File: config.mk
export PLATFORM = sky130hd
export DESIGN_NAME = btn_event_arbiter
export DESIGN_NICKNAME = d
export VERILOG_FILES = /design/src/rtl/btn_event_arbiter.sv
export SDC_FILE = /design/constraint.sdc
export NUM_CORES = 1
export LEC_CHECK = 0
export CORE_ASPECT_RATIO = 1.5
export CORE_MARGIN = 8
export CORE_UTILIZATION = 53
export CTS_CLUSTER_DIAMETER = 100
export DETAILED_ROUTE_END_ITERATION = 10
export PLACE_DENSITY = 0.77
export SLEW_MARGIN = 20
export SYNTH_ARGS = -nofsm -noshare
export SYNTH_HDL_FRONTEND = slang
export SYNTH_SLANG_ARGS = --single-unit
File: constraint.sdc
create_clock -name clk -period 2.6 [get_ports clk]
set_input_delay 0.52 -clock clk [delete_from_list [all_inputs] [get_ports clk]]
set_output_delay 0.52 -clock clk [all_outputs]
set_load 0.05 [all_outputs]
File: src/rtl/btn_event_arbiter.sv
// btn_event_arbiter
//
// Merges one-cycle press pulses from several debouncers into a single ordered
// event stream. Each button has a pending bit. A round-robin arbiter grants at
// most one pending button per cycle into a small event FIFO. The FIFO head is
// offered to the consumer through a valid/ready handshake.
//
// Ports
//   clk          system clock, rising edge
//   rst          synchronous active-high reset
//   btn_pressed  [NUM_BTNS-1:0] one-cycle press pulses, bit i from debouncer i
//   evt_valid    FIFO head holds an event
//   evt_idx      [IDX_W-1:0] button index of the head event (0 when invalid)
//   evt_ready    consumer accepts the head event this cycle
//   fifo_count   [clog2(FIFO_DEPTH):0] occupied FIFO entries
//   overflow     sticky: a press merged into an already pending press
module btn_event_arbiter #(
  parameter int NUM_BTNS   = 4,
  parameter int IDX_W      = 2,
  parameter int FIFO_DEPTH = 4
) (
  input  logic                          clk,
  input  logic                          rst,
  input  logic [NUM_BTNS-1:0]           btn_pressed,
  output logic                          evt_valid,
  output logic [IDX_W-1:0]              evt_idx,
  input  logic                          evt_ready,
  output logic [$clog2(FIFO_DEPTH):0]   fifo_count,
  output logic                          overflow
);

  localparam int PTR_W = $clog2(FIFO_DEPTH);
  localparam int CNT_W = PTR_W + 1;
  localparam logic [CNT_W-1:0] DEPTH_C  = CNT_W'(FIFO_DEPTH);
  localparam logic [IDX_W:0]   NUM_C    = (IDX_W + 1)'(NUM_BTNS);
  localparam logic [IDX_W-1:0] LAST_RST = IDX_W'(NUM_BTNS - 1);

  // Control state
  logic [NUM_BTNS-1:0] pend_q, pend_d;
  logic [IDX_W-1:0]    last_q;
  logic [PTR_W-1:0]    wr_ptr_q, rd_ptr_q;
  logic [CNT_W-1:0]    count_q, count_d;
  logic                ovf_q;

  // Event storage (data only, never reset)
  logic [IDX_W-1:0]    mem_q [FIFO_DEPTH];

  logic                gnt_vld;
  logic [IDX_W-1:0]    gnt_idx;
  logic [NUM_BTNS-1:0] gnt_oh;
  logic [IDX_W:0]      cand;
  logic                push, pop, coalesce;

  assign evt_valid  = (count_q != '0);
  assign evt_idx    = evt_valid ? mem_q[rd_ptr_q] : '0;
  assign fifo_count = count_q;
  assign overflow   = ovf_q;

  // Round-robin search from last_q+1. Scanning the offsets from farthest to
  // nearest and overwriting leaves the nearest set pending bit as the winner.
  // The full test uses the registered count, so a same-cycle pop never frees
  // a slot for a grant.
  always_comb begin
    gnt_vld = 1'b0;
    gnt_idx = '0;
    gnt_oh  = '0;
    cand    = '0;
    if ((pend_q != '0) && (count_q < DEPTH_C)) begin
      for (int k = NUM_BTNS; k >= 1; k--) begin
        cand = {1'b0, last_q} + (IDX_W + 1)'(k);
        if (cand >= NUM_C) cand = cand - NUM_C;
        if (pend_q[cand[IDX_W-1:0]]) begin
          gnt_vld = 1'b1;
          gnt_idx = cand[IDX_W-1:0];
        end
      end
    end
    if (gnt_vld) gnt_oh[gnt_idx] = 1'b1;
  end

  assign push     = gnt_vld;
  assign pop      = evt_valid & evt_ready;
  // A pulse on a bit being granted this cycle becomes a fresh event, not a merge.
  assign pend_d   = (pend_q & ~gnt_oh) | btn_pressed;
  assign coalesce = |(btn_pressed & pend_q & ~gnt_oh);

  always_comb begin
    count_d = count_q;
    case ({push, pop})
      2'b10:   count_d = count_q + 1'b1;
      2'b01:   count_d = count_q - 1'b1;
      default: count_d = count_q;
    endcase
  end

  always_ff @(posedge clk) begin
    if (rst) begin
      pend_q   <= '0;
      last_q   <= LAST_RST;
      wr_ptr_q <= '0;
      rd_ptr_q <= '0;
      count_q  <= '0;
      ovf_q    <= 1'b0;
    end else begin
      pend_q  <= pend_d;
      count_q <= count_d;
      if (gnt_vld)  last_q   <= gnt_idx;
      if (push)     wr_ptr_q <= wr_ptr_q + 1'b1;
      if (pop)      rd_ptr_q <= rd_ptr_q + 1'b1;
      if (coalesce) ovf_q    <= 1'b1;
    end
  end

  // Entry contents are qualified by count_q, so stale data is never visible.
  always_ff @(posedge clk) begin
    if (push) mem_q[wr_ptr_q] <= gnt_idx;
  end

endmodule
# ---- Yosys cells after proc, flatten, opt, wreduce, memory -nomap -nowiden
# Memory sizes are Yosys's and may differ from the RTL's. A register that Yosys moved wholly into a read port is not among the register bits.
# Index checks and enable logic that the tools add are counted.
dict set report classes {
  n_mux 35
  order_cmp 11
  addsub 12
  eq_ne 2
  reduce_logical 6
  bitwise_logic 6
}
# cell n
set ops {}
lappend ops {{$mux W2} 16}
lappend ops {{$lt A2 B3 Y1 const B} 5}
lappend ops {{$and A4 B4 Y4} 3}
lappend ops {{$ge A3 B3 Y1 const B} 4}
lappend ops {{$mux W1} 12}
lappend ops {{$bmux W1 S2} 4}
lappend ops {{$sub A2 B1 Y2 const B} 4}
lappend ops {{$add A2 B2 Y3 const B} 2}
lappend ops {{$pmux W3 S2} 1}
lappend ops {{$add A2 B1 Y2 const B} 2}
lappend ops {{$mux W4} 1}
lappend ops {{$not A4 Y4} 1}
lappend ops {{$or A4 B4 Y4} 1}
lappend ops {{$reduce_bool A4 Y1} 1}
lappend ops {{$reduce_or A4 Y1} 1}
lappend ops {{$add A2 B1 Y3 const B} 1}
lappend ops {{$add A2 B3 Y3 const B} 1}
lappend ops {{$add A3 B1 Y3 const B} 1}
lappend ops {{$lt A3 B3 Y1 const B} 1}
lappend ops {{$reduce_bool A3 Y1} 1}
lappend ops {{$sub A3 B1 Y3 const B} 1}
lappend ops {{$demux W1 S2} 1}
lappend ops {{$eq A2 B1 Y1 const B} 1}
lappend ops {{$eq A2 B2 Y1 const B} 1}
lappend ops {{other kinds (4)} 5}
dict set report totals {
  mem_bits_rw 8
  word_cells 79
  n_memories 1
  ff_bits 14
}
# memory words word_bits rd rd_clocked_by_memory_dff write_ports line
set memory_table {}
lappend memory_table {mem_q 4 2 1 1 1 46} ;# logic [IDX_W-1:0] mem_q [FIFO_DEPTH];

# ---- Depth between registers and ports, before layout
dict set report logic_depth {
  word_depth 19
  depth_mapped 9
  depth_no_buf 9
}

# ---- Worst setup path after synthesis
# No wires, ideal clock.
dict set report synth_timing {
  kind {register -> register}
  start {reg count_q[2], in the netlist fifo_count[2]}
  end {reg count_q[2], in the netlist fifo_count[2]}
  setup_slack_ns -0.054
  period_less_slack_ns 2.654
  path_stages_with_launch 9
  setup_ns 0.070
  required_time_ns 2.530
  t_arrival_ns 2.585
  cell_sequence {dfxtp_1 -> or3_1 -> and2_1 -> ha_1 -> inv_1 -> fa_1 -> xor2_1 -> or3_1 -> a21oi_1}
}
dict set report synth_via {
  word_cells_on_any_way 11
  cone_classes {2 x add/sub; 1 x order compare; 2 x eq/ne; 2 x mux; 1 x bitwise; 3 x reduce/logical}
}
# item line
set synth_rtl {}
lappend synth_rtl {{from (decl)} 42} ;# logic [CNT_W-1:0] count_q, count_d;
lappend synth_rtl {{from (signal assigned)} 106} ;# count_q <= count_d;
lappend synth_rtl {{$reduce_bool A3 Y1 *} 54} ;# assign evt_valid = (count_q != '0);
lappend synth_rtl {{named net evt_valid} 25} ;# output logic evt_valid,
lappend synth_rtl {{$and A1 B1 Y1 *} 82} ;# assign pop = evt_valid & evt_ready;
lappend synth_rtl {{named net pop} 52} ;# logic push, pop, coalesce;
lappend synth_rtl {{$eq A2 B1 Y1 or $eq A2 B2 Y1 (tied branches)} 89} ;# case ({push, pop})
lappend synth_rtl {{$pmux W3 S2 or $reduce_bool A2 Y1 (tied branches)} n/a}
# The timed path passes the listed nets; every way through them passes the cells marked *.
# A chain may end at the register's enable or synchronous reset.

# ---- Final worst setup path
dict set report layout_timing {
  start {reg count_q[0], in the netlist fifo_count[0]}
  end {out evt_valid}
}
dict set report layout_via {
  elab_chain_cells 1
}
# item line
set layout_lines {}
lappend layout_lines {{$reduce_bool A3 Y1} 54}
lappend layout_lines {{to (decl)} 25}
# No other way between the ends.

==> metrics.txt <==
crit-path max cell delay=0.71 ns; Cells after DPL=141; slew margin rel.=64.1%; PortBufs=13; Compound-Gate Fraction of Synth Area=14.2%; largest family of logic cells by synthesized area=simple AND/OR/NAND/NOR gates; final worst setup slack=around 0.28 ns; Max rail drop VDD=between 0.6 and 0.7 mV; r2r setup slk=0.36 ns; area leader, netlist=dfxtp_1; Setup WS pre-CTS=around 0.12 ns; violation count after the first detailed-route iteration=6; ordered list of cells on the worst path=or3_4 > clkdlybuf4s50_1; DIE AREA=3860 um^2; HPWL after detailed placement=1550 um; Root Driver=clkbuf_4; first-pass GRT wire length=between 3000 and 4000 um; row cnt=20; WHS=0.504 ns; Post-synth top cells=dfxtp_1, nor2_1, inv_1; CP required=2.08 ns; Worst-path clk slew=0.12 ns; Yosys cell types=30; Peak Freq=between 400 and 500 MHz; FF-to-FF path depth=9; Post-Syn Area=1120 um^2; IO Pins=14; Worst EP arrival=1.80 ns; Power Dens Cells=1210 nW/um^2; post-synthesis mux area share=under 10%; sum of negative setup slack=0 ns; GPL Wtd Cong=0.810; sequential-to-total area share from yosys stat=50.2%; routed wire length=just under 2000 um; EDFF count, synth=8; fin util=66.3%; Final setup viols=0; Routed WL per cell=13.5 um; net count after synthesis=120; yosys warns=0; clk_skew=0.00194 ns; adder-cell share of the synthesized area=7.39%; Tot Pwr=approximately 1.6 mW; RSZ-0062 raised after global routing=false; CTS tree=yes; Max clock buf depth=2; post-synthesis simple-gate area fraction=16.6%; CP max-delay cell=clkdlybuf4s50_1; worst flop-to-flop path endpoint=fifo_count[2]$_SDFFE_PP0P_; crit-path max FO=4; Synth top area share=between 20% and 30%; H-tree levels=1; Post-CTS Setup Bufs=0; vias in the first global route=between 700 and 800; Syn Inst Count=107; gr usage total=11.4%; Post-CTS Hold Fix Bufs=0; synth top area cells=dfxtp_1, edfxtp_1, ha_1; number of max-cap violations=0; Final Cell Area=1330 um^2; Worst Tran Pin Value=around 0.54 ns; die span in x=~53 um; Antenna Nets Post-Route=0; minimum clock period=2.32 ns; Vias=778; area share of xor/xnor cells in the synthesized design=3.92%; grt ovf=0; r2r startpoint=pend_q[1]$_SDFF_PP0_; Final Non-Filler Cells=145; flops & latches, synth=24; antenna diode count=0; layout cells sized above 1=10.6%; pin count of the biggest net entering global routing=16; drt drc=0; fin crit share=approximately nine tenths; Final Hold Vio Count=0; crit path launch=fifo_count[0]$_SDFFE_PP0P_; nature of the critical path startpoint=register; core area=2000 um^2; Pins Over Slew Limit=0; initial antenna violation count=0; CTS sink count=24; Layout area overhead=18.7%; DR vias/cell=5.37; top_reg_cell synth=dfxtp_1; Hold/Removal Path Class=reg -> reg; LEAKAGE=0.520 nW; dpl cell area=1280 um^2; cell with the most instances after synthesis=dfxtp_1; status=complete, no violations; hold path depth=2; Async SR Flop Fraction=0%; CTS Buf Count=3; critical path class=reg -> out; Synth Area per Inst=10.4 um^2; drt first pass iters=3; crit path to=evt_valid; Worst Min Path Start=wr_ptr_q[1]$_SDFFE_PP0P_; Worst setup EP type=output pin; Nets=~140; Die Ht=72.2 um; worst skew pair latency=0.31 ns; initial core utilization=between 50% and 60%
## worst min path at each step
stage / endpoint / slack [ns]
finish: wr_ptr_q[1]$_SDFFE_PP0P_ / 0.50
detailed placement: wr_ptr_q[1]$_SDFFE_PP0P_ / 0.50
CTS: wr_ptr_q[1]$_SDFFE_PP0P_ / 0.51
global route: wr_ptr_q[1]$_SDFFE_PP0P_ / 0.54
floorplan: wr_ptr_q[1]$_SDFFE_PP0P_ / 0.46
global placement: wr_ptr_q[1]$_SDFFE_PP0P_ / 0.49
## routing by layer
metal  vias to the layer above  GRT usage [%]  share of wire, %
met4                         0           8.73               3.9
met1                       359           11.6                40
met3                         6           2.66               4.1
met5                         -              0                 0
li1                        400              -                 -
met2                        13           19.0                52
## power breakdown
group / total (mW) / switching, mW / internal [mW]
registers: 0.602 / 0.0845 / 0.517
clock network: 0.263 / 0.107 / 0.156
logic: 0.740 / 0.453 / 0.287
total: 1.61 / 0.645 / 0.960
## final cells by class
cell class	count	area (um^2)
clock buffer	3	22.5
clock inverter	1	30.0
fill	165	676
inverter	10	37.5
multi-input combinational	72	520
sequential	24	561
tap	22	27.5
timing repair buffer	13	128
## state kept, by name, indices dropped and copies added, names as in the netlist, named ones only
signal	count
mem_q	8
pend_q	4
fifo_count	3
last_q	2
rd_ptr_q	2
wr_ptr_q	2
overflow	1
## cells by family (layout without fill, tap and decap cells)
kind of cell    after synthesis  count (layout)
compound gates               23              23
mux                           2               2
buf+inv                      11              27
fa+ha+maj                     6               6
flops                        24              24
xor+xnor                      5               5
simple gates                 36              36
## critical path, delay by kind of cell (launching register included)
family / cells / cell delay (ns)
and+or+nand+nor: 1 / 0.41
buffers and inverters: 1 / 0.71
DFF: 1 / 0.36
## layout by cell type (no fill, tap or decap), drive strengths merged, types with 2 or more instances in the layout
master / synthesis / final
xnor2: 2 / 2
nor2: 12 / 12
or3: 3 / 3
nand2b: 2 / 2
ha: 5 / 5
or2b: 2 / 2
nand2: 5 / 5
mux4: 2 / 2
or2: 2 / 2
xor2: 3 / 3
a21oi: 10 / 10
dlygate4sd2: 0 / 2
nor3: 2 / 2
clkdlybuf4s50: 0 / 11
inv: 10 / 10
edfxtp: 8 / 8
dfxtp: 16 / 16
o211ai: 3 / 3
clkbuf: 1 / 3
and2: 7 / 7
o21ai: 4 / 4
## repair_timing
action,in CTS,in global routing
setup endpoints to repair,2,0
endpoints found under the hold margin,0,0
gates resized for setup,2,0
Power figures use the tool's default switching activity.
